===== src/rtl/instr_fetch.sv =====
// Fetch stage: owns the PC, drives instruction memory and absorbs its
// one-cycle read latency. It hands {pc, instr} to decode through a skid buffer.
//
// Ports:
//   clk, rst_n           clock, synchronous active-low reset
//   imem_addr/imem_data  instruction memory address (registered) and read data
//   redirect_valid/pc    taken branch/jump target; flushes everything in flight
//   out_valid/ready      handshake towards decode
//   out_pc/out_instr     fetched word and its byte address
module instr_fetch #(
  parameter logic [31:0] RESET_PC = 32'h0000_0000
) (
  input  logic        clk,
  input  logic        rst_n,
  output logic [31:0] imem_addr,
  input  logic [31:0] imem_data,
  input  logic        redirect_valid,
  input  logic [31:0] redirect_pc,
  output logic        out_valid,
  input  logic        out_ready,
  output logic [31:0] out_pc,
  output logic [31:0] out_instr
);

  typedef struct packed {
    logic [31:0] pc;
    logic [31:0] instr;
  } fetch_word_t;

  logic [31:0] fetch_pc_q, fetch_pc_d;
  logic        ifl_valid_q, ifl_valid_d;
  logic [31:0] ifl_pc_q, ifl_pc_d;
  logic        skid_valid_q, skid_valid_d;
  fetch_word_t skid_q, skid_d;
  logic        out_valid_q, out_valid_d;
  fetch_word_t out_q, out_d;

  logic        accept;
  logic        issue;
  fetch_word_t ifl_word;

  // Target alignment bits are dropped.
  logic unused_ok;
  assign unused_ok = &{1'b0, redirect_pc[1:0]};

  assign accept   = !out_valid_q || out_ready;
  assign ifl_word = '{pc: ifl_pc_q, instr: imem_data};

  always_comb begin
    fetch_pc_d   = fetch_pc_q;
    ifl_valid_d  = ifl_valid_q;
    ifl_pc_d     = ifl_pc_q;
    skid_valid_d = skid_valid_q;
    skid_d       = skid_q;
    out_valid_d  = out_valid_q;
    out_d        = out_q;
    issue        = 1'b0;

    if (redirect_valid) begin
      fetch_pc_d   = {redirect_pc[31:2], 2'b00};
      ifl_valid_d  = 1'b0;
      skid_valid_d = 1'b0;
      out_valid_d  = 1'b0;
    end else begin
      if (accept) begin
        if (skid_valid_q) begin
          out_d        = skid_q;
          out_valid_d  = 1'b1;
          skid_valid_d = 1'b0;
        end else if (ifl_valid_q) begin
          out_d       = ifl_word;
          out_valid_d = 1'b1;
        end else begin
          out_valid_d = 1'b0;
        end
      end else if (ifl_valid_q) begin
        // Word already requested lands in the skid; out holds.
        skid_d       = ifl_word;
        skid_valid_d = 1'b1;
      end

      // Only request a new word while the skid stays empty, so at
      // most two words are ever pending (out + skid).
      issue = !skid_valid_d;
      if (issue) begin
        ifl_valid_d = 1'b1;
        ifl_pc_d    = fetch_pc_q;
        fetch_pc_d  = fetch_pc_q + 32'd4;
      end else begin
        ifl_valid_d = 1'b0;
      end
    end
  end

  always_ff @(posedge clk) begin
    if (!rst_n) begin
      fetch_pc_q   <= RESET_PC;
      ifl_valid_q  <= 1'b0;
      ifl_pc_q     <= '0;
      skid_valid_q <= 1'b0;
      skid_q       <= '0;
      out_valid_q  <= 1'b0;
      out_q        <= '0;
    end else begin
      fetch_pc_q   <= fetch_pc_d;
      ifl_valid_q  <= ifl_valid_d;
      ifl_pc_q     <= ifl_pc_d;
      skid_valid_q <= skid_valid_d;
      skid_q       <= skid_d;
      out_valid_q  <= out_valid_d;
      out_q        <= out_d;
    end
  end

  assign imem_addr = fetch_pc_q;
  assign out_valid = out_valid_q;
  assign out_pc    = out_q.pc;
  assign out_instr = out_q.instr;

endmodule


===== config.mk =====
export PLATFORM = sky130hd
export DESIGN_NAME = instr_fetch
export DESIGN_NICKNAME = d
export VERILOG_FILES = /design/src/rtl/instr_fetch.sv
export SDC_FILE = /design/constraint.sdc
export NUM_CORES = 1
export LEC_CHECK = 0
export ABC_AREA = 1
export BUFFER_PORTS_ARGS = -buffer_cell sky130_fd_sc_hd__buf_4
export CAP_MARGIN = 40
export CORE_MARGIN = 2
export CORE_UTILIZATION = 59
export DETAILED_ROUTE_END_ITERATION = 10
export GPL_TIMING_DRIVEN = 0
export PLACE_DENSITY = 0.85
export SETUP_SLACK_MARGIN = 0.3
export SLEW_MARGIN = 20
export SYNTH_ARGS = -nofsm -noshare
export SYNTH_HDL_FRONTEND = slang
export SYNTH_SLANG_ARGS = --single-unit

===== constraint.sdc =====
create_clock -name clk -period 3.02 [get_ports clk]
set_input_delay 0.151 -clock clk [delete_from_list [all_inputs] [get_ports clk]]
set_output_delay 0.151 -clock clk [all_outputs]
set_load 0.01 [all_outputs]

After elaboration in Yosys (flattened, before gate mapping)
Index checks and enable logic that the tools add are counted.
- add/subtract/negate cells: 1
- eq/ne operators: 1
- muxes and demuxes: 10
- bitwise gates (word level): 4
- reductions and logical operators: 7
- operators with widths (operator ; count):
    $mux W64 ; 2
    $mux W32 ; 2
    $add A32 B3 Y32 const B ; 1
    $mux W1 ; 6
    $reduce_and A3 Y1 ; 2
    $not A1 Y1 ; 4
    $ne A2 B2 Y1 const B ; 1
    $reduce_and A2 Y1 ; 1
    $reduce_bool A2 Y1 ; 1
    $reduce_or A2 Y1 ; 1
    $logic_not A1 Y1 ; 1
    $logic_or A1 B1 Y1 ; 1
- bits in registers: 195
- input port bits: 68
- logic and storage cells: 33

Logic depth before layout (Yosys ltp)
- depth in word-level cells: 6
- mapped depth: 10

Worst setup path after synthesis
OpenSTA, ideal clock, no wires.
- kind: flip-flop to flip-flop
- from: reg fetch_pc_q[3], in the netlist imem_addr[3]
- to: reg fetch_pc_q[24], in the netlist imem_addr[24]
- library setup time: 112 ps
- data arrival time: 1351 ps
- required time: 2908 ps
- setup slack: 1556 ps
- stages on the path, launching flop included: 11
- path buffers: 0
- cells stage by stage: dfxtp_1 > ha_1 > nand2_2 > nor2_4 > nand2_4 > nor2_4 > nand2_1 > nand2_1 > nand3_1 > nand2_1 > nand2_1
- longest elaborated chain between the ends: 3
- ends and longest elaborated chain (element ; line ; text):
    start: declaration ; 30 ; logic [31:0] fetch_pc_q, fetch_pc_d;
    start signal: assignment ; 105 ; fetch_pc_q <= fetch_pc_d;
    $add A32 B3 Y32 ; 88 ; fetch_pc_d = fetch_pc_q + 32'd4;
    $mux W32 ; 85 ; if (issue) begin
    $mux W32 ; 59 ; if (redirect_valid) begin
Every way passes these cells. The select of a mux whose other input is x is not followed.
A chain may end at the register's enable or synchronous reset.

Worst setup path in the final report
- from: reg fetch_pc_q[3], in the netlist imem_addr[3]
- to: reg fetch_pc_q[30], in the netlist imem_addr[30]
Same word-level chain as after synthesis.

==> impl_metrics.yaml <==
status:
  result_of_the_run: "complete, no violations"
routing:
  postRouteAntennaNets: 0
  drcViolationCount: 0
  vias_per_cell: 5.33
  routed-via-count: 8455
  first_iter_violations: 780
  route.final.wire_length_um: 23000
  wire_per_inst_um: 14.5
  drt-pass1-iter-count: 5
layout:
  layout_cells_sized_above_1: 0.189
  layout.core_utilization: 0.772
  area_delta_synth_final_pct: 28.3
  fin_nets: 1462
  mostFrequentLayoutCell: "nand2_1"
  most-common-layout-cells: "nand2_1 (198), o21ai_0 (195), dfxtp_1 (187)"
  diodes: 0
  final_cell_count_no_fill: 1585
die:
  fp-row-count: 43
  chipHeight_um: 123
  die-width_um: 123
  ioPinCount: 165
  fp.coreArea_mm2: 0.0138
  initial_utilization: 0.602
  fp.dieArea_mm2: 0.0151
place:
  detailedPlacementHpwl_um: 16000
  gp_congestion: 0.903
  placement.io_buffers: 156
  number_of_cells_in_the_design_after_placement: 1523
clock_network:
  tritoncts_num_sinks: 187
  tritoncts_clock_tree: "built"
  ctsResizeCount: 0
  clock_insertion_delay_worst_skew_ps: 430
  postCtsSetupBuffers: 0
  clk_pin_slew_ps: 70
  cts-buffers-inserted: 17
  h_tree_levels: 4
  cts_root_cell: "clkbuf_16"
  max-clock-path-buffers: 2
synthesis:
  synth.ff_latch_count: 187
  postSynthAreaPerCell_um2: 7.03
  synth.lib_cells_used.distinct: 36
  synthXorXnorAreaFrac: 0.00210
  simple_gate_share_of_the_synthesized_area: 0.178
  synth.mux.area_fraction: 0.00120
  synth.cell_area_mm2: 0.00832
  compound_gate_portion_of_the_synthesized_area: 0.246
  seq_area_frac_synth: 0.450
  synth-adder-area-share: 0.00150
  dominant_combinational_cell_family_by_area_after_synthesis: "compound AO/OA/AOI/OAI gates"
  synth-warning-count: 0
  synth_cells: 1184
worst_hold_path:
  min-delay-path-class: "in2reg"
critical_path:
  crit_start: "imem_addr[3]"
  timing_worst_setup_path_type: "reg2reg"
  worst_ep_arrival_time_ps: 2060
  worst_path_largest_cell_delay_ps: 480
  worstRegToRegCells: 10
  crit_path_top_delay_cell: "dfxtp_1"
  timing.critical_path.buf_inv: 0
  timing.reg2reg.setup_slack_ps: 1290
  r2r-start: "imem_addr[3]"
  critPathTopFamily: "simple AND/OR/NAND/NOR gates"
  critical_path_cell_sequence: "ha_1, nand2_2, nor2_4, nand2_4, nor2_2, nand2_1, nand2_1, nand3_1, nand2_1, nand2_1"
  crit_path_frequent_cell: "nand2_1"
  worst_ep_required_time_ps: 3350
  setup.worst_path.end: "imem_addr[30]"
  critical_path.endpoint_type: "flip-flop"
  critical_path_cell_count: 10
  critical_path_peak_fanout: 6
  setup.worst_path.start_class: "flip-flop"
  reg2reg_to: "imem_addr[30]"
global_routing:
  grt_pass1_wl_um: 36700
  largest_net_degree_at_the_start_of_global_routing: 17
  groute.usage.overall: 0.308
  globalRoute.totalOverflow: 0
  first_global_vias: 7791
  antenna_found_initial: 0
sta:
  max-slew-margin-rel: 0.658
  grt_setup_unrepaired: "false"
  final.period_utilization: 0.572
  setup-tns-final_ps: 0
  clock-skew-final_ps: 6.17
  layout_min_cycle_time_ps: 1730
  worst_pin_slew_ps: 514
  timing.hold.ws_ps: 7.19
  timing.fmax_mhz: 579
  final_hold_viol_count: 0
  slew_violations: 0
  setup-violations-final: 0
power:
  vdd.ir_drop.worst_uv: 438
  power.share.combinational: 0.109
  p_sw_frac: 0.242
  cellInternalPower_mw: 4.30
  power.share.clock: 0.422
  sequentialPowerShare: 0.469
  power.density_mw_per_mm2: 532
  cellLeakagePower_nw: 4.55
  netSwitchingPower_mw: 1.38
run:
  maxCapViolations: 0
sequential cells by signal, indices dropped and copies added, names as in the netlist:
signal,count
imem_addr,30
out_instr,32
skid_q,62
out_pc,30
ifl_valid_q,1
skid_valid_q,1
ifl_pc_q,30
out_valid,1
logic make-up after synthesis:
logic type,after synthesis
AO/OA/AOI/OAI,404
adder cells (fa/ha/maj),1
multiplexers,1
flip-flops,187
buffers and inverters,245
AND/OR/NAND/NOR,343
XOR/XNOR,2
other,1
synth_stat cells:
master,count,area (µm²)
buf_4,5,37.5
nand2_2,7,43.8
o31ai_2,1,12.5
nand3_2,1,10.0
clkbuf_1,26,97.6
inv_1,161,604
o21ai_1,37,185
nand3_4,1,17.5
nor2_4,8,90.1
o21a_1,1,7.51
nand3_1,43,215
conb_1,1,3.75
o21ai_0,195,976
xnor2_1,1,8.76
ha_1,1,12.5
o22ai_1,2,12.5
dfxtp_1,187,3740
o211ai_1,2,15.0
nand2_4,2,22.5
nor3b_1,1,7.51
xor2_1,1,8.76
inv_2,6,22.5
nor2_1,73,274
a31oi_1,1,6.26
and2_1,1,6.26
o21bai_1,1,7.51
a211oi_1,2,15.0
inv_4,1,6.26
nand2_1,198,743
buf_6,2,22.5
nor2_2,5,31.3
buf_1,4,15.0
buf_2,40,200
nand4_1,3,18.8
mux2i_1,1,10.0
a21oi_1,162,811
worst min-delay path by stage:
stage / start / cells past startpoint / end
final: imem_data[24] / 3 / skid_q[24]
after global routing: imem_data[24] / 3 / skid_q[24]
after CTS: imem_data[24] / 3 / skid_q[24]
after floorplan: imem_data[31] / 2 / skid_q[31]
after global placement: imem_data[30] / 3 / skid_q[30]
after detailed placement: imem_data[7] / 3 / skid_q[7]
metrics by stage:
| step | setup WS [ps] | area [µm²] | power (mW) |
|---|---|---|---|
| after detailed placement | 1310 | 9730 | 3.29 |
| final | 1290 | 10700 | 5.68 |
| after floorplan | 1560 | 8330 | 3.01 |
| after global routing | 1160 | 10700 | 5.86 |
| after CTS | 1300 | 10700 | 5.67 |
| after global placement | 1330 | 9730 | 3.27 |
power by group through the flow:
stage          combinational [mW]  clock (mW)  sequential [mW]
6_report                    0.620        2.40             2.66
4_1_cts                     0.615        2.40             2.66
2_1_floorplan               0.286           0             2.72
5_1_grt                     0.689        2.49             2.67
3_3_place_gp                0.563           0             2.71
3_5_place_dp                0.577           0             2.71
layout make-up:
class	instances	area (µm²)
Sequential cell	187	3740
Inverter	168	633
Tap cell	180	225
Buffer	77	373
Clock inverter	11	166
Timing Repair Buffer	187	1480
Clock buffer	20	467
Fill cell	1038	3150
Multi-Input combinational cell	755	3580
metal layers:
metal  track usage  vias to the layer above  share of wire
li1              -                     4254              -
met1         0.380                     3841           0.42
met2         0.542                      326           0.50
met3        0.0483                       34          0.062
met4         0.107                        0          0.020
met5             0                        -              0
worst reg2reg max path, stage by stage (launching register included):
cell and delay, ps:
dfxtp_1 480, ha_1 260, nand2_2 90, nor2_4 190, nand2_4 130, nor2_2 190
nand2_1 80, nand2_1 50, nand3_1 60, nand2_1 60, nand2_1 40
what timing repair did:
item,4_1_cts,5_1_grt
endpoints found under the hold margin,31,0
hold buffers,31,0
setup endpoints to repair,0,0
Note: power is estimated with default switching activity, not from simulation.
